File: src/rtl/cpu_pkg.sv
// Shared CPU definitions: phase encodings, NOP instruction and fetch FSM states.
// Latency: n/a (types and constants only).
// Backpressure: n/a.
package cpu_pkg;

    localparam logic [3:0]  PH_FETCH = 4'b0001;
    localparam logic [3:0]  PH_WB    = 4'b1000;
    localparam logic [31:0] NOP_INSN = 32'h0000_0000;

    typedef enum logic [1:0] {
        ST_IDLE = 2'd0,
        ST_REQ  = 2'd1,
        ST_DONE = 2'd2
    } fetch_state_e;

endpackage

File: src/rtl/fetch_unit_if.sv
// Instruction-memory request/ack bus between the fetch unit and imem.
// Latency: n/a (wires only).
// Backpressure: imem_req is a level held until the one-cycle imem_ack pulse.
// Ports: imem_req/imem_addr (fetch side -> memory), imem_rdata/imem_ack (memory -> fetch side).
interface fetch_unit_if;
    logic        imem_req;
    logic [31:0] imem_addr;
    logic [31:0] imem_rdata;
    logic        imem_ack;

    modport master (output imem_req, output imem_addr, input imem_rdata, input imem_ack);
    modport slave  (input imem_req, input imem_addr, output imem_rdata, output imem_ack);
endinterface

File: src/rtl/fetch_unit_pc_next.sv
// Next-PC select: branch/jump target when ife is set, else sequential increment.
// Latency: combinational.
// Backpressure: none.
// Ports: ife/addr_o from the alu, pc current PC, pc_next selected result.
module pc_next #(
    parameter logic [31:0] PC_STEP = 32'd1
) (
    input  logic        ife,
    input  logic [31:0] addr_o,
    input  logic [31:0] pc,
    output logic [31:0] pc_next
);
    // Plain 32-bit add, so 32'hFFFF_FFFF + 1 wraps to zero naturally.
    assign pc_next = ife ? addr_o : (pc + PC_STEP);
endmodule

File: src/rtl/fetch_unit.sv
// Instruction-fetch responder: fetches at pc_o on the fetch phase, forms next PC on write-back.
// Latency: imem_req 1 cycle after t[0] edge; ir_o valid 1 cycle after the ack edge (min 2-cycle fetch).
// Backpressure: stall_o is high for the whole outstanding request so the phase generator holds t.
// Ports: clk, rst (sync active-low), t phase, ife/addr_o from alu, ir_o/pc_o/ir_valid to alu,
//        stall_o to phase generator, imem (fetch_unit_if master), fetch_err timeout flag.
// Optional: define FETCH_TIMEOUT_EN to abandon a fetch after TIMEOUT cycles with a NOP and sticky fetch_err.
module fetch_unit
    import cpu_pkg::*;
#(
    parameter logic [31:0] RESET_PC = 32'h0000_0000,
    parameter logic [31:0] PC_STEP  = 32'd1,
    parameter int          TIMEOUT  = 16
) (
    input  logic               clk,
    input  logic               rst,
    input  logic [3:0]         t,
    input  logic               ife,
    input  logic [31:0]        addr_o,
    output logic [31:0]        ir_o,
    output logic [31:0]        pc_o,
    output logic               ir_valid,
    output logic               stall_o,
    fetch_unit_if.master       imem,
    output logic               fetch_err
);

    fetch_state_e r_state;
    fetch_state_e w_state_next;
    logic [31:0]  r_pc;
    logic [31:0]  r_ir;
    logic         r_ir_valid;
    logic         r_req;
    logic [31:0]  r_addr;
    logic [31:0]  w_pc_next;
    logic         w_ack;
    logic         w_tmo;

    pc_next #(.PC_STEP(PC_STEP)) u_pc_next (
        .ife     (ife),
        .addr_o  (addr_o),
        .pc      (r_pc),
        .pc_next (w_pc_next)
    );

    // Acks outside REQ (stale or spurious) are dropped here.
    assign w_ack = (r_state == ST_REQ) && imem.imem_ack;

`ifdef FETCH_TIMEOUT_EN
    localparam int CW = $clog2(TIMEOUT + 1);
    logic [CW-1:0] r_tmo_cnt;
    logic          r_err;

    // Ack on the final allowed cycle still wins over the timeout.
    assign w_tmo = (r_state == ST_REQ) && !imem.imem_ack && (r_tmo_cnt == CW'(TIMEOUT - 1));

    always_ff @(posedge clk) begin
        if (!rst) begin
            r_tmo_cnt <= '0;
            r_err     <= 1'b0;
        end else begin
            if (r_state != ST_REQ)
                r_tmo_cnt <= '0;
            else if (!w_tmo)
                r_tmo_cnt <= r_tmo_cnt + 1'b1;
            if (w_tmo)
                r_err <= 1'b1;
        end
    end

    assign fetch_err = r_err;
`else
    assign w_tmo     = 1'b0;
    assign fetch_err = 1'b0;
`endif

    always_comb begin
        w_state_next = r_state;
        case (r_state)
            ST_IDLE: if (t == PH_FETCH)   w_state_next = ST_REQ;
            ST_REQ:  if (w_ack || w_tmo)  w_state_next = ST_DONE;
            ST_DONE: if (t == PH_WB)      w_state_next = ST_IDLE;
            default:                      w_state_next = ST_IDLE;
        endcase
    end

    always_ff @(posedge clk) begin
        if (!rst) begin
            r_state    <= ST_IDLE;
            r_pc       <= RESET_PC;
            r_ir       <= '0;
            r_ir_valid <= 1'b0;
            r_req      <= 1'b0;
            r_addr     <= '0;
        end else begin
            r_state <= w_state_next;
            case (r_state)
                ST_IDLE: begin
                    if (t == PH_FETCH) begin
                        r_req      <= 1'b1;
                        r_addr     <= r_pc;
                        r_ir_valid <= 1'b0;
                    end
                end
                ST_REQ: begin
                    if (w_ack) begin
                        r_ir       <= imem.imem_rdata;
                        r_ir_valid <= 1'b1;
                        r_req      <= 1'b0;
                    end else if (w_tmo) begin
                        r_ir       <= NOP_INSN;
                        r_ir_valid <= 1'b1;
                        r_req      <= 1'b0;
                    end
                end
                ST_DONE: begin
                    if (t == PH_WB) begin
                        r_pc       <= w_pc_next;
                        r_ir_valid <= 1'b0;
                    end
                end
                default: ;
            endcase
        end
    end

    assign ir_o           = r_ir;
    assign pc_o           = r_pc;
    assign ir_valid       = r_ir_valid;
    assign stall_o        = (r_state == ST_REQ);
    assign imem.imem_req  = r_req;
    assign imem.imem_addr = r_addr;

endmodule

File: src/flat_wrapper.sv
// flat-port wrapper written by rule: the top's interface ports become plain ports
module fetch_unit_flat import cpu_pkg::*;
#(
    parameter logic [31:0] RESET_PC = 32'h0000_0000,
    parameter logic [31:0] PC_STEP  = 32'd1,
    parameter int          TIMEOUT  = 16
)
  (clk, rst, t, ife, addr_o, ir_o, pc_o, ir_valid, stall_o, fetch_err, imem_imem_req, imem_imem_addr, imem_imem_rdata, imem_imem_ack);
  fetch_unit_if imem_i ();
  input  logic clk;
  input  logic rst;
  input  logic [3:0] t;
  input  logic ife;
  input  logic [31:0] addr_o;
  output logic [31:0] ir_o;
  output logic [31:0] pc_o;
  output logic ir_valid;
  output logic stall_o;
  output logic fetch_err;
  output wire logic [$bits(imem_i.imem_req)-1:0] imem_imem_req;
  output wire logic [$bits(imem_i.imem_addr)-1:0] imem_imem_addr;
  input wire logic [$bits(imem_i.imem_rdata)-1:0] imem_imem_rdata;
  input wire logic [$bits(imem_i.imem_ack)-1:0] imem_imem_ack;
  assign imem_imem_req = imem_i.imem_req;
  assign imem_imem_addr = imem_i.imem_addr;
  assign imem_i.imem_rdata = imem_imem_rdata;
  assign imem_i.imem_ack = imem_imem_ack;
  fetch_unit #(.RESET_PC(RESET_PC), .PC_STEP(PC_STEP), .TIMEOUT(TIMEOUT)) u_core (.clk(clk), .rst(rst), .t(t), .ife(ife), .addr_o(addr_o), .ir_o(ir_o), .pc_o(pc_o), .ir_valid(ir_valid), .stall_o(stall_o), .imem(imem_i), .fetch_err(fetch_err));
endmodule
File: config.mk
export PLATFORM = sky130hd
export DESIGN_NAME = fetch_unit_flat
export DESIGN_NICKNAME = d
export VERILOG_FILES = /design/src/rtl/cpu_pkg.sv /design/src/rtl/fetch_unit_if.sv /design/src/rtl/fetch_unit_pc_next.sv /design/src/rtl/fetch_unit.sv /design/src/flat_wrapper.sv
export SDC_FILE = /design/constraint.sdc
export NUM_CORES = 1
export LEC_CHECK = 0
export CORE_MARGIN = 3
export CORE_UTILIZATION = 30
export DETAILED_ROUTE_END_ITERATION = 8
export DONT_BUFFER_PORTS = 1
export PLACE_DENSITY = 0.5
export SYNTH_ARGS = -nofsm -noshare
export SYNTH_HDL_FRONTEND = slang
export SYNTH_HIERARCHICAL = 1
export SYNTH_SLANG_ARGS = --single-unit
File: constraint.sdc
create_clock -name clk -period 2.28 [get_ports clk]
set_clock_uncertainty 0.2 [all_clocks]
set_input_delay 0.456 -clock clk [delete_from_list [all_inputs] [get_ports clk]]
set_output_delay 0.456 -clock clk [all_outputs]
set_load 0.02 [all_outputs]
==> results of run 1 <==
what timing repair did:
action,CTS,global route
setup buffers,0,4
setup endpoints to repair,1,9
pin swaps,1,8
gates cloned,0,1
gates resized for setup,1,14
final cells by class:
cell class                 instances  area, µm²  share of cell area, %
sequential                       100       2020                   35.9
timing repair buffer              54        410                   7.30
multi-input combinational        437       2650                   47.1
tap                              211        264                   4.69
inverter                           3       11.3                  0.200
clock buffer                      13        250                   4.45
clock inverter                     3       22.5                  0.400
routing by layer:
| layer | global-route usage (%) | wire (µm) |
|---|---|---|
| met2 | 24.2 | 6430 |
| met5 | 0 | 0 |
| met1 | 18.5 | 6040 |
| met4 | 6.34 | 297 |
| met3 | 5.17 | 1190 |
where the power goes:
| part | total (mW) | switching (mW) | internal, mW |
|---|---|---|---|
| clock network | 1.44 | 0.666 | 0.772 |
| logic | 0.104 | 0.0542 | 0.0498 |
| registers | 1.77 | 0.0137 | 1.75 |
| total | 3.31 | 0.734 | 2.57 |
critical path, cell delays in order, from the launching register on:
cell and delay, ps:
dfxtp_2 330, ha_2 190, nand4_1 130, or4_4 550
or4_4 410, a31oi_1 140, nand2_1 70, mux2i_1 120
state kept, by name, indices dropped and copies added (netlist names):
signal,count
u_core/imem.imem_addr,32
u_core/pc_o,32
u_core/ir_valid,1
u_core/r_state,2
u_core/imem.imem_req,1
u_core/ir_o,32
path summary, 6_finish.rpt:
kind	startpoint	cells after the start	slack [ps]	to
worst max-delay path	u_core/pc_o[0]$_SDFFE_PN0P_	7	70	u_core/pc_o[26]$_SDFFE_PN0P_
worst min-delay path	rst	1	30	u_core/r_state[1]$_SDFFE_PN0P_
worst max register to register	u_core/pc_o[0]$_SDFFE_PN0P_	7	70	u_core/pc_o[26]$_SDFFE_PN0P_
worst min register to register	u_core/imem.imem_addr[23]$_SDFFE_PN0P_	2	360	u_core/imem.imem_addr[23]$_SDFFE_PN0P_
cell families (layout without fill, tap and decap cells):
kind of cell	count (synthesis)	count (layout)
AND/OR/NAND/NOR	276	276
flip-flops	100	100
AO/OA/AOI/OAI	83	83
multiplexers	66	66
buffers and inverters	44	73
XOR/XNOR	10	10
adder cells (fa/ha/maj)	1	1
other	1	1
per-stage QoR:
stage / utilization, % / area, µm² / setup TNS, ps / std cells
after floorplan: - / 4870 / -17.0 / 581
after global placement: 33.9 / 5270 / 0 / 800
after detailed placement: 33.9 / 5270 / 0 / 800
after CTS: 35.7 / 5550 / 0 / 816
after global routing: 36.2 / 5630 / -34.4 / 821
final: 36.2 / 5630 / 0 / 821
synthesized netlist by cell type, types with 2 or more instances:
cell,n,area [µm²]
nand2_1,189,709
dfxtp_1,100,2000
mux2i_1,64,641
a21boi_0,32,240
clkbuf_1,22,82.6
or4_1,19,143
o21ai_0,15,75.1
a31oi_1,14,87.6
nor2_1,14,52.6
nand3_1,13,65.1
nand4_1,11,68.8
o31ai_1,11,82.6
buf_2,10,50.1
xor2_1,8,70.1
o211ai_1,5,37.5
and4_1,4,35.0
buf_6,4,45.0
or3_1,4,25.0
buf_8,3,45.0
nand3b_1,3,22.5
a21boi_1,2,15.0
and2_1,2,12.5
inv_1,2,7.51
mux2_2,2,22.5
nor2b_1,2,12.5
nor3_1,2,10.0
or2_2,2,12.5
xnor2_1,2,17.5
==> results.cfg, run 1 <==
[power_and_ir_drop]
vdd_drop_max_mv = 0.329
finalPower_mw = 3.31
power_density_mw_per_mm2 = 588
leakagePower_nw = 2.30

[final_layout]
antennaDiodeCount = 0
final_cell_mix = 189 x nand2_1, 90 x dfxtp_1, 64 x mux2i_1
fill_cells = 1640
drive_gt1_share_pct = 16.1
syn_to_final_growth_pct = 15.7
final_common_cell = nand2_1
final_nets = 678

[timing]
setup_slack_ps = 69.4
rsz0062_at_grt = true
period_needed_ps = 2210
setup_viol = 0
fmax_ghz = 0.452
relSlewSlack_pct = 58.7
worst_pin_slew_ps = 620
report.final.slew_viol_count = 0
period_share_pct = 97.0
fin_hold_ws_ps = 34.5
final_hold_viol_count = 0

[placed_design]
port_buffers = 0
gp_congestion = 0.843
hpwl_um = 9930
dpl_worst_slack_ps = 7.89

[routing]
via_per_inst = 5.05
drtPass1Iterations = 4
avgRoutedWirePerCell_um = 17.0
detail_route.iter0.violations = 152
drc = 0
num_vias = 4142
drt.antenna.violating_nets = 0
wirelength_um = 14000

[outcome]
status = finished clean

[synth]
syn_area_per_cell_um2 = 8.37
syn_nets = 654
async_reset_ff_share_pct = 0
synthXorXnorAreaFrac_pct = 1.80
synth_simple_gate_area_share_pct = 26.2
synthCells = 581
syn-cell-area_mm2 = 0.00486
ys.flop_type = dfxtp_1
synth_edf_count = 0
synth_compound_area_share_pct = 11.8
seq_area_frac_synth_pct = 41.2
synth_top_family_by_area = simple AND/OR/NAND/NOR gates
yosys_warnings = 6
yosys.area_share.adder_pct = 0.257
ys_types = 48
synthMuxAreaShare_pct = 13.6
synth-seq-cells = 100

[cts]
h-tree-depth = 3
tritoncts = built
cts-buffers-inserted = 9
clk_path_buf_depth = 2
cts_num_sinks = 100
path_clk_slew_ps = 70
cts-root-buf = clkbuf_16
postCtsHoldBufs = 0
clkLatencyLatePin_ps = 350

[min_path]
hp-class = in -> reg

[floorplanning]
die-height_um = 133
fp.dieArea_mm2 = 0.0178
ios = 172
start_util_pct = 31.3
core-area_mm2 = 0.0155
row_count = 45
die_x_um = 133

[grt]
grt_usage_pct = 15.1
grt_overflow = 0
grt_pass1_wl_um = 21600
grt_pass1_vias = 4017
grt_max_degree = 133
antenna_found_initial = 0

[critical_path]
path_class = reg -> reg
critPathRequiredTime_ps = 2360
worstPathArrival_ps = 2290
setup.worst_path.end_class = flip-flop
critPathMaxFanout = 3
critPathLaunchType = flip-flop

[job]
maxCapViolCount = 0
Power figures use the tool's default switching activity.
==> run 2: changes to the inputs <==
--- a/config.mk
+++ b/config.mk
@@ -5,11 +5,13 @@
 export SDC_FILE = /design/constraint.sdc
 export NUM_CORES = 1
 export LEC_CHECK = 0
+export CAP_MARGIN = 15
 export CORE_MARGIN = 3
 export CORE_UTILIZATION = 30
 export DETAILED_ROUTE_END_ITERATION = 8
 export DONT_BUFFER_PORTS = 1
 export PLACE_DENSITY = 0.5
+export SLEW_MARGIN = 25
 export SYNTH_ARGS = -nofsm -noshare
 export SYNTH_HDL_FRONTEND = slang
 export SYNTH_HIERARCHICAL = 1
==> results of run 2 <==
No change in the layout: final DEF, timing and power equal those of run 1.
==> run 3: changes to the inputs <==
--- a/config.mk
+++ b/config.mk
@@ -10,6 +10,7 @@
 export CORE_UTILIZATION = 30
 export DETAILED_ROUTE_END_ITERATION = 8
 export DONT_BUFFER_PORTS = 1
+export GPL_TIMING_DRIVEN = 1
 export PLACE_DENSITY = 0.5
 export SLEW_MARGIN = 25
 export SYNTH_ARGS = -nofsm -noshare
==> results of run 3 <==
No change in the layout: final DEF, timing and power equal those of run 1.
